<file path="src/rtl/mdu_divider_pkg.sv">
// Shared definitions for the multicycle divider and the ALU-side divide FSM.
// Holds the operand width, the fixed cycle count and the two-state encoding.
package mdu_divider_pkg;

    localparam int DIV_WIDTH  = 32;
    localparam int DIV_CYCLES = 32;
    localparam int DIV_CNT_W  = 6;

    typedef enum logic {
        DIV_IDLE = 1'b0,
        DIV_BUSY = 1'b1
    } div_state_t;

endpackage

</file>
<file path="src/rtl/mdu_divider_step.sv">
// One restoring-division iteration: shift {rem, quo} left, then trial-subtract
// the divisor magnitude and keep the result only when it does not borrow.
module div_step #(
    parameter int WIDTH = 32
) (
    input  logic [WIDTH:0]   rem_in,
    input  logic [WIDTH-1:0] quo_in,
    input  logic [WIDTH-1:0] divisor,
    output logic [WIDTH:0]   rem_out,
    output logic [WIDTH-1:0] quo_out
);

    logic [WIDTH+1:0] shifted;
    logic [WIDTH+1:0] trial;

    // NOTE: every output of an always_comb gets a default first, so no path
    // leaves a signal unassigned and no latch is inferred.
    always_comb begin
        shifted = {rem_in, quo_in[WIDTH-1]};
        trial   = shifted - {2'b00, divisor};
        rem_out = shifted[WIDTH:0];
        quo_out = {quo_in[WIDTH-2:0], 1'b0};
        // A clear top bit means the subtraction did not borrow.
        if (!trial[WIDTH+1]) begin
            rem_out    = trial[WIDTH:0];
            quo_out[0] = 1'b1;
        end
    end

endmodule

</file>
<file path="src/rtl/mdu_divider.sv">
// Radix-2 restoring divider for MIPS32 div/divu: takes a start pulse, holds
// Stall for a fixed WIDTH cycles, then presents signed or unsigned Q/R.
module mdu_divider
    import mdu_divider_pkg::*;
#(
    parameter int WIDTH = DIV_WIDTH,
    parameter int CNT_W = DIV_CNT_W
) (
    input  logic             clock,
    input  logic             reset,
    input  logic             OP_div,
    input  logic             OP_divu,
    input  logic [WIDTH-1:0] Dividend,
    input  logic [WIDTH-1:0] Divisor,
    output logic [WIDTH-1:0] Quotient,
    output logic [WIDTH-1:0] Remainder,
    output logic             Stall
);

    div_state_t       state;
    logic [CNT_W-1:0] count;
    logic             neg_q;
    logic             neg_r;
    logic [WIDTH-1:0] divisor_mag;
    logic [WIDTH:0]   rem;
    logic [WIDTH-1:0] quo;

    logic             start;
    logic             is_signed;
    logic [WIDTH-1:0] dividend_abs;
    logic [WIDTH-1:0] divisor_abs;
    logic [WIDTH:0]   step_rem;
    logic [WIDTH-1:0] step_quo;

    // OP_div takes priority, so a simultaneous pair resolves to signed.
    assign is_signed    = OP_div;
    assign start        = (OP_div | OP_divu) && (state == DIV_IDLE);
    assign dividend_abs = (is_signed && Dividend[WIDTH-1]) ? -Dividend : Dividend;
    assign divisor_abs  = (is_signed && Divisor[WIDTH-1])  ? -Divisor  : Divisor;

    div_step #(
        .WIDTH   (WIDTH)
    ) u_step (
        .rem_in  (rem),
        .quo_in  (quo),
        .divisor (divisor_mag),
        .rem_out (step_rem),
        .quo_out (step_quo)
    );

    // NOTE: sequential state uses non-blocking assignments only, so every
    // register samples the pre-edge values regardless of statement order.
    always_ff @(posedge clock) begin
        if (reset) begin
            // NOTE: the operand/partial-result registers are left unreset on
            // purpose; they are always loaded on the start edge before use.
            state     <= DIV_IDLE;
            Stall     <= 1'b0;
            count     <= '0;
            Quotient  <= '0;
            Remainder <= '0;
        end else begin
            case (state)
                DIV_IDLE: begin
                    if (start) begin
                        neg_q       <= is_signed & (Dividend[WIDTH-1] ^ Divisor[WIDTH-1]);
                        neg_r       <= is_signed & Dividend[WIDTH-1];
                        divisor_mag <= divisor_abs;
                        quo         <= dividend_abs;
                        rem         <= '0;
                        count       <= CNT_W'(WIDTH);
                        state       <= DIV_BUSY;
                        Stall       <= 1'b1;
                    end
                end
                DIV_BUSY: begin
                    rem   <= step_rem;
                    quo   <= step_quo;
                    count <= count - CNT_W'(1);
                    // Final iteration: publish the signed-corrected result now.
                    if (count == CNT_W'(1)) begin
                        Quotient  <= neg_q ? -step_quo : step_quo;
                        Remainder <= neg_r ? -step_rem[WIDTH-1:0] : step_rem[WIDTH-1:0];
                        state     <= DIV_IDLE;
                        Stall     <= 1'b0;
                    end
                end
                default: state <= DIV_IDLE;
            endcase
        end
    end

endmodule

</file>
<file path="config.mk">
export PLATFORM = sky130hd
export DESIGN_NAME = mdu_divider
export DESIGN_NICKNAME = d
export VERILOG_FILES = /design/src/rtl/mdu_divider_pkg.sv /design/src/rtl/mdu_divider_step.sv /design/src/rtl/mdu_divider.sv
export SDC_FILE = /design/constraint.sdc
export NUM_CORES = 1
export LEC_CHECK = 0
export BUFFER_PORTS_ARGS = -buffer_cell sky130_fd_sc_hd__buf_2
export CORE_ASPECT_RATIO = 2
export CORE_MARGIN = 1
export CORE_UTILIZATION = 40
export CTS_BUF_LIST = sky130_fd_sc_hd__clkbuf_2 sky130_fd_sc_hd__clkbuf_4 sky130_fd_sc_hd__clkbuf_8
export DETAILED_ROUTE_END_ITERATION = 8
export PLACE_DENSITY_LB_ADDON = 0.05
export SYNTH_ARGS = -nofsm -noshare
export SYNTH_HDL_FRONTEND = slang
export SYNTH_SLANG_ARGS = --single-unit
</file>
<file path="constraint.sdc">
create_clock -name clock -period 4.4 [get_ports clock]
set_input_delay 0 -clock clock [delete_from_list [all_inputs] [get_ports clock]]
set_output_delay 0 -clock clock [all_outputs]
set_load 0.01 [all_outputs]
</file>
==> results_dict.tcl <==
set metrics [dict create \
    drt_iter0_markers 566 \
    drc_errors 0 \
    synthArstFlopShare_pct 0 \
    dp_cells 1792 \
    hold_viol 0 \
    layout_commonest_cell "nand2_1" \
    instances_no_fill 1897 \
    power_frac_comb_pct 36.0 \
    fill_cells 2826 \
    grt_max_degree 62 \
    p_leak_nw 5.445 \
    start_util_pct 40.82 \
    synth_edf_count 99 \
    fin_crit_ns 4.222 \
    synth_cell_types 83 \
    ys_ff_latch 171 \
    firstDrtPassIters 5 \
    wl_per_cell_um 18.65 \
    port_buffers 132 \
    synthesis.nets 1430 \
    grt_pass1_wl_um 55440 \
    cp.required_ns 4.81 \
    clkTransAtPathRegs_ns 0.10 \
    routabilityCongestion 0.8156 \
    intPower_mw 3.075 \
    num-nets-final 1634 \
    final_cell_mix "nand2_1 (152), buf_2 (132), nor2_1 (131)" \
    clk_latency_ns 0.48 \
    synth_area_um2 11550 \
    post_synth.cell_area_avg_um2 8.733 \
    finalSetupViolations 0 \
    h-tree-depth 4 \
    path_common_cell "inv_1" \
    outcome "completed" \
    cp-start-kind "register" \
    cpMaxStageDelayCell "or4b_4" \
    tightestPinTransition_ns 1.057 \
    path_delay_family "compound AO/OA/AOI/OAI gates" \
    irDropWorstVdd_mv 0.2799 \
    period_share_pct 95.96 \
    antenna_found_initial 1 \
    cts_tree "built" \
    fin_tns_setup_ns 0 \
    dpl_cell_area_um2 12770 \
    ant_nets 0 \
    core_um2 28300 \
    power.density_nw_per_um2 348.5 \
    slew_viol_final 0 \
    max_cap_viol_count 0 \
    drive_above_1_share_pct 17.14 \
    synth_top_area_share_pct 25.73 \
    whs_ns 0.04828 \
    layout_setup_ws_ns 0.1777 \
    dpl.hpwl_um 27400 \
    slowest_delay_ns 0.52 \
    cts.sinks 171 \
    end_kind "register" \
    cp_num_buf_inv 2 \
    die_h_um 242.4 \
    slew_headroom_pct 29.51 \
    p_switching_mw 1.794 \
    crit_chain "inv_1 -> ha_1 -> inv_1 -> fa_1 -> a21o_1 -> a221o_2 -> o311ai_4 -> a311oi_2 -> nor3_2 -> or4b_4 -> o2bb2ai_4 -> a2111oi_4 -> nand2b_1 -> or3_1 -> o211ai_1" \
    die-area_um2 29610 \
    overflow 0 \
    place_ws_ns 0.1307 \
    pwr-share-seq_pct 40.3 \
    ys_warn_count 0 \
    clk_path_buf_depth 2 \
    grt_pass1_vias 10460 \
    fin_util_pct 49.35 \
    fmax_mhz 236.8 \
    seq_area_frac_synth_pct 38.21 \
    wl_um 35370 \
    ios 133 \
    clockPowerShare_pct 23.7 \
    cp_max_fo 8 \
    die_w_um 122.2 \
    synthCells 1323 \
    cts_buffers 17 \
    hp-class "primary input to register" \
    switching_share_pct 36.84 \
    synth_ff_type "edfxtp_1" \
    arrival_ns 4.64 \
    viasPerCell 5.463 \
    vias 10360 \
    fin_area_um2 13970 \
    synthTopCellsByArea "edfxtp_1 (26%), dfxtp_1 (12%), xor2_1 (5.5%), nand2_1 (4.9%), xnor2_1 (4.5%)" \
    fin_total_pwr_mw 4.869 \
    num_rows 87 \
    ctsRootBufferMaster "clkbuf_8" \
    syn_to_final_growth_pct 20.90 \
    skew_ns 0.01190 \
    track_usage_pct 24.54 \
    worst-setup-path-type "register to register" \
    synth_top_area_cell "edfxtp_1" \
]
area by class of cell:
class                   instances  area [um^2]  share of cell area (%)
multi-input cells            1031         6759                   48.39
repair buffers                250         1744                   12.49
diodes                          1        2.502                 0.01791
flip-flops and latches        171         4415                   31.61
inverters                      56        214.0                   1.532
well taps                     356        445.4                   3.189
clock inverters                13        138.9                  0.9943
clock buffers                  19        249.0                   1.783
power groups by stage:
stage | Combinational (mW) | Sequential, mW | Clock (mW)
finish | 1.75 | 1.96 | 1.16
detailed placement | 1.65 | 2.00 | 0
global route | 1.93 | 1.98 | 1.24
floorplan | 1.15 | 1.97 | 0
CTS | 1.72 | 1.96 | 1.20
global placement | 1.66 | 1.99 | 0
final timing paths:
| kind | cells after the start | slack [ns] | startpoint | to |
|---|---|---|---|---|
| setup reg to reg | 15 | 0.18 | quo[31] | Remainder[31] |
| setup / recovery | 15 | 0.18 | quo[31] | Remainder[31] |
| hold / removal | 3 | 0.05 | Dividend[31] | quo[31] |
| hold reg to reg | 2 | 0.46 | Remainder[18] | Remainder[18] |
logic make-up (layout without fill, tap and decap cells):
group / count (synthesis) / after routing / synth area share (%)
simple gates: 461 / 461 / 19.13
mux: 37 / 37 / 3.292
buf+inv: 121 / 338 / 4.223
compound gates: 363 / 363 / 20.93
flops: 171 / 171 / 38.21
xor+xnor: 131 / 131 / 9.931
other cells: 0 / 1 / 0
fa+ha+maj: 39 / 39 / 4.289
registers in the layout, summed over array words and instances (netlist names):
signal       cells
quo             32
Remainder       32
neg_q            1
divisor_mag     32
Quotient        32
neg_r            1
rem             33
Stall            1
state            1
count            6
synth_stat cells, types with 4 or more instances:
master	instances
a211oi_1	43
a21boi_0	4
a21o_1	11
a21oi_1	95
a22oi_1	5
a311oi_1	4
a31oi_1	12
a41oi_1	4
and2_1	20
and3_1	7
and4_1	4
buf_1	9
buf_2	9
clkbuf_1	44
dfxtp_1	72
edfxtp_1	99
ha_1	38
inv_1	55
mux2_2	8
mux2i_1	29
nand2_1	152
nand2b_1	9
nand3_1	16
nand3b_1	4
nand4_1	11
nor2_1	133
nor2b_1	11
nor3_1	29
nor3b_1	4
nor4_1	21
o211ai_1	8
o21a_1	10
o21ai_0	81
o21ai_1	5
o31ai_1	31
o41ai_1	15
or3_1	11
or4_1	8
xnor2_1	59
xor2_1	72
per-layer routing:
layer  share of wire, %  wire (um)  vias up  global-route usage (%)
li1                   -          -     5224                       -
met1                 38      13290     4903                   25.18
met2                 56      19910      194                   47.57
met3                3.5       1224       42                   4.944
met4                2.7        949        0                   8.214
met5                  0          0        -                       0
timing repair:
action | 4_1_cts | 5_1_grt
hold buffers | 69 | 0
endpoints found under the setup margin | 0 | 15
hold endpoints to repair | 65 | 0
setup buffers | 0 | 3
resized for setup | 0 | 18
worst reg2reg max path, cell delays in order, from the launching register on:
cell	delay [ns]
edfxtp_1	0.40
inv_1	0.07
ha_1	0.15
inv_1	0.06
fa_1	0.41
a21o_1	0.22
a221o_2	0.43
o311ai_4	0.30
a311oi_2	0.11
nor3_2	0.23
or4b_4	0.52
o2bb2ai_4	0.22
a2111oi_4	0.40
nand2b_1	0.18
or3_1	0.39
o211ai_1	0.08
Power figures use the tool's default switching activity.
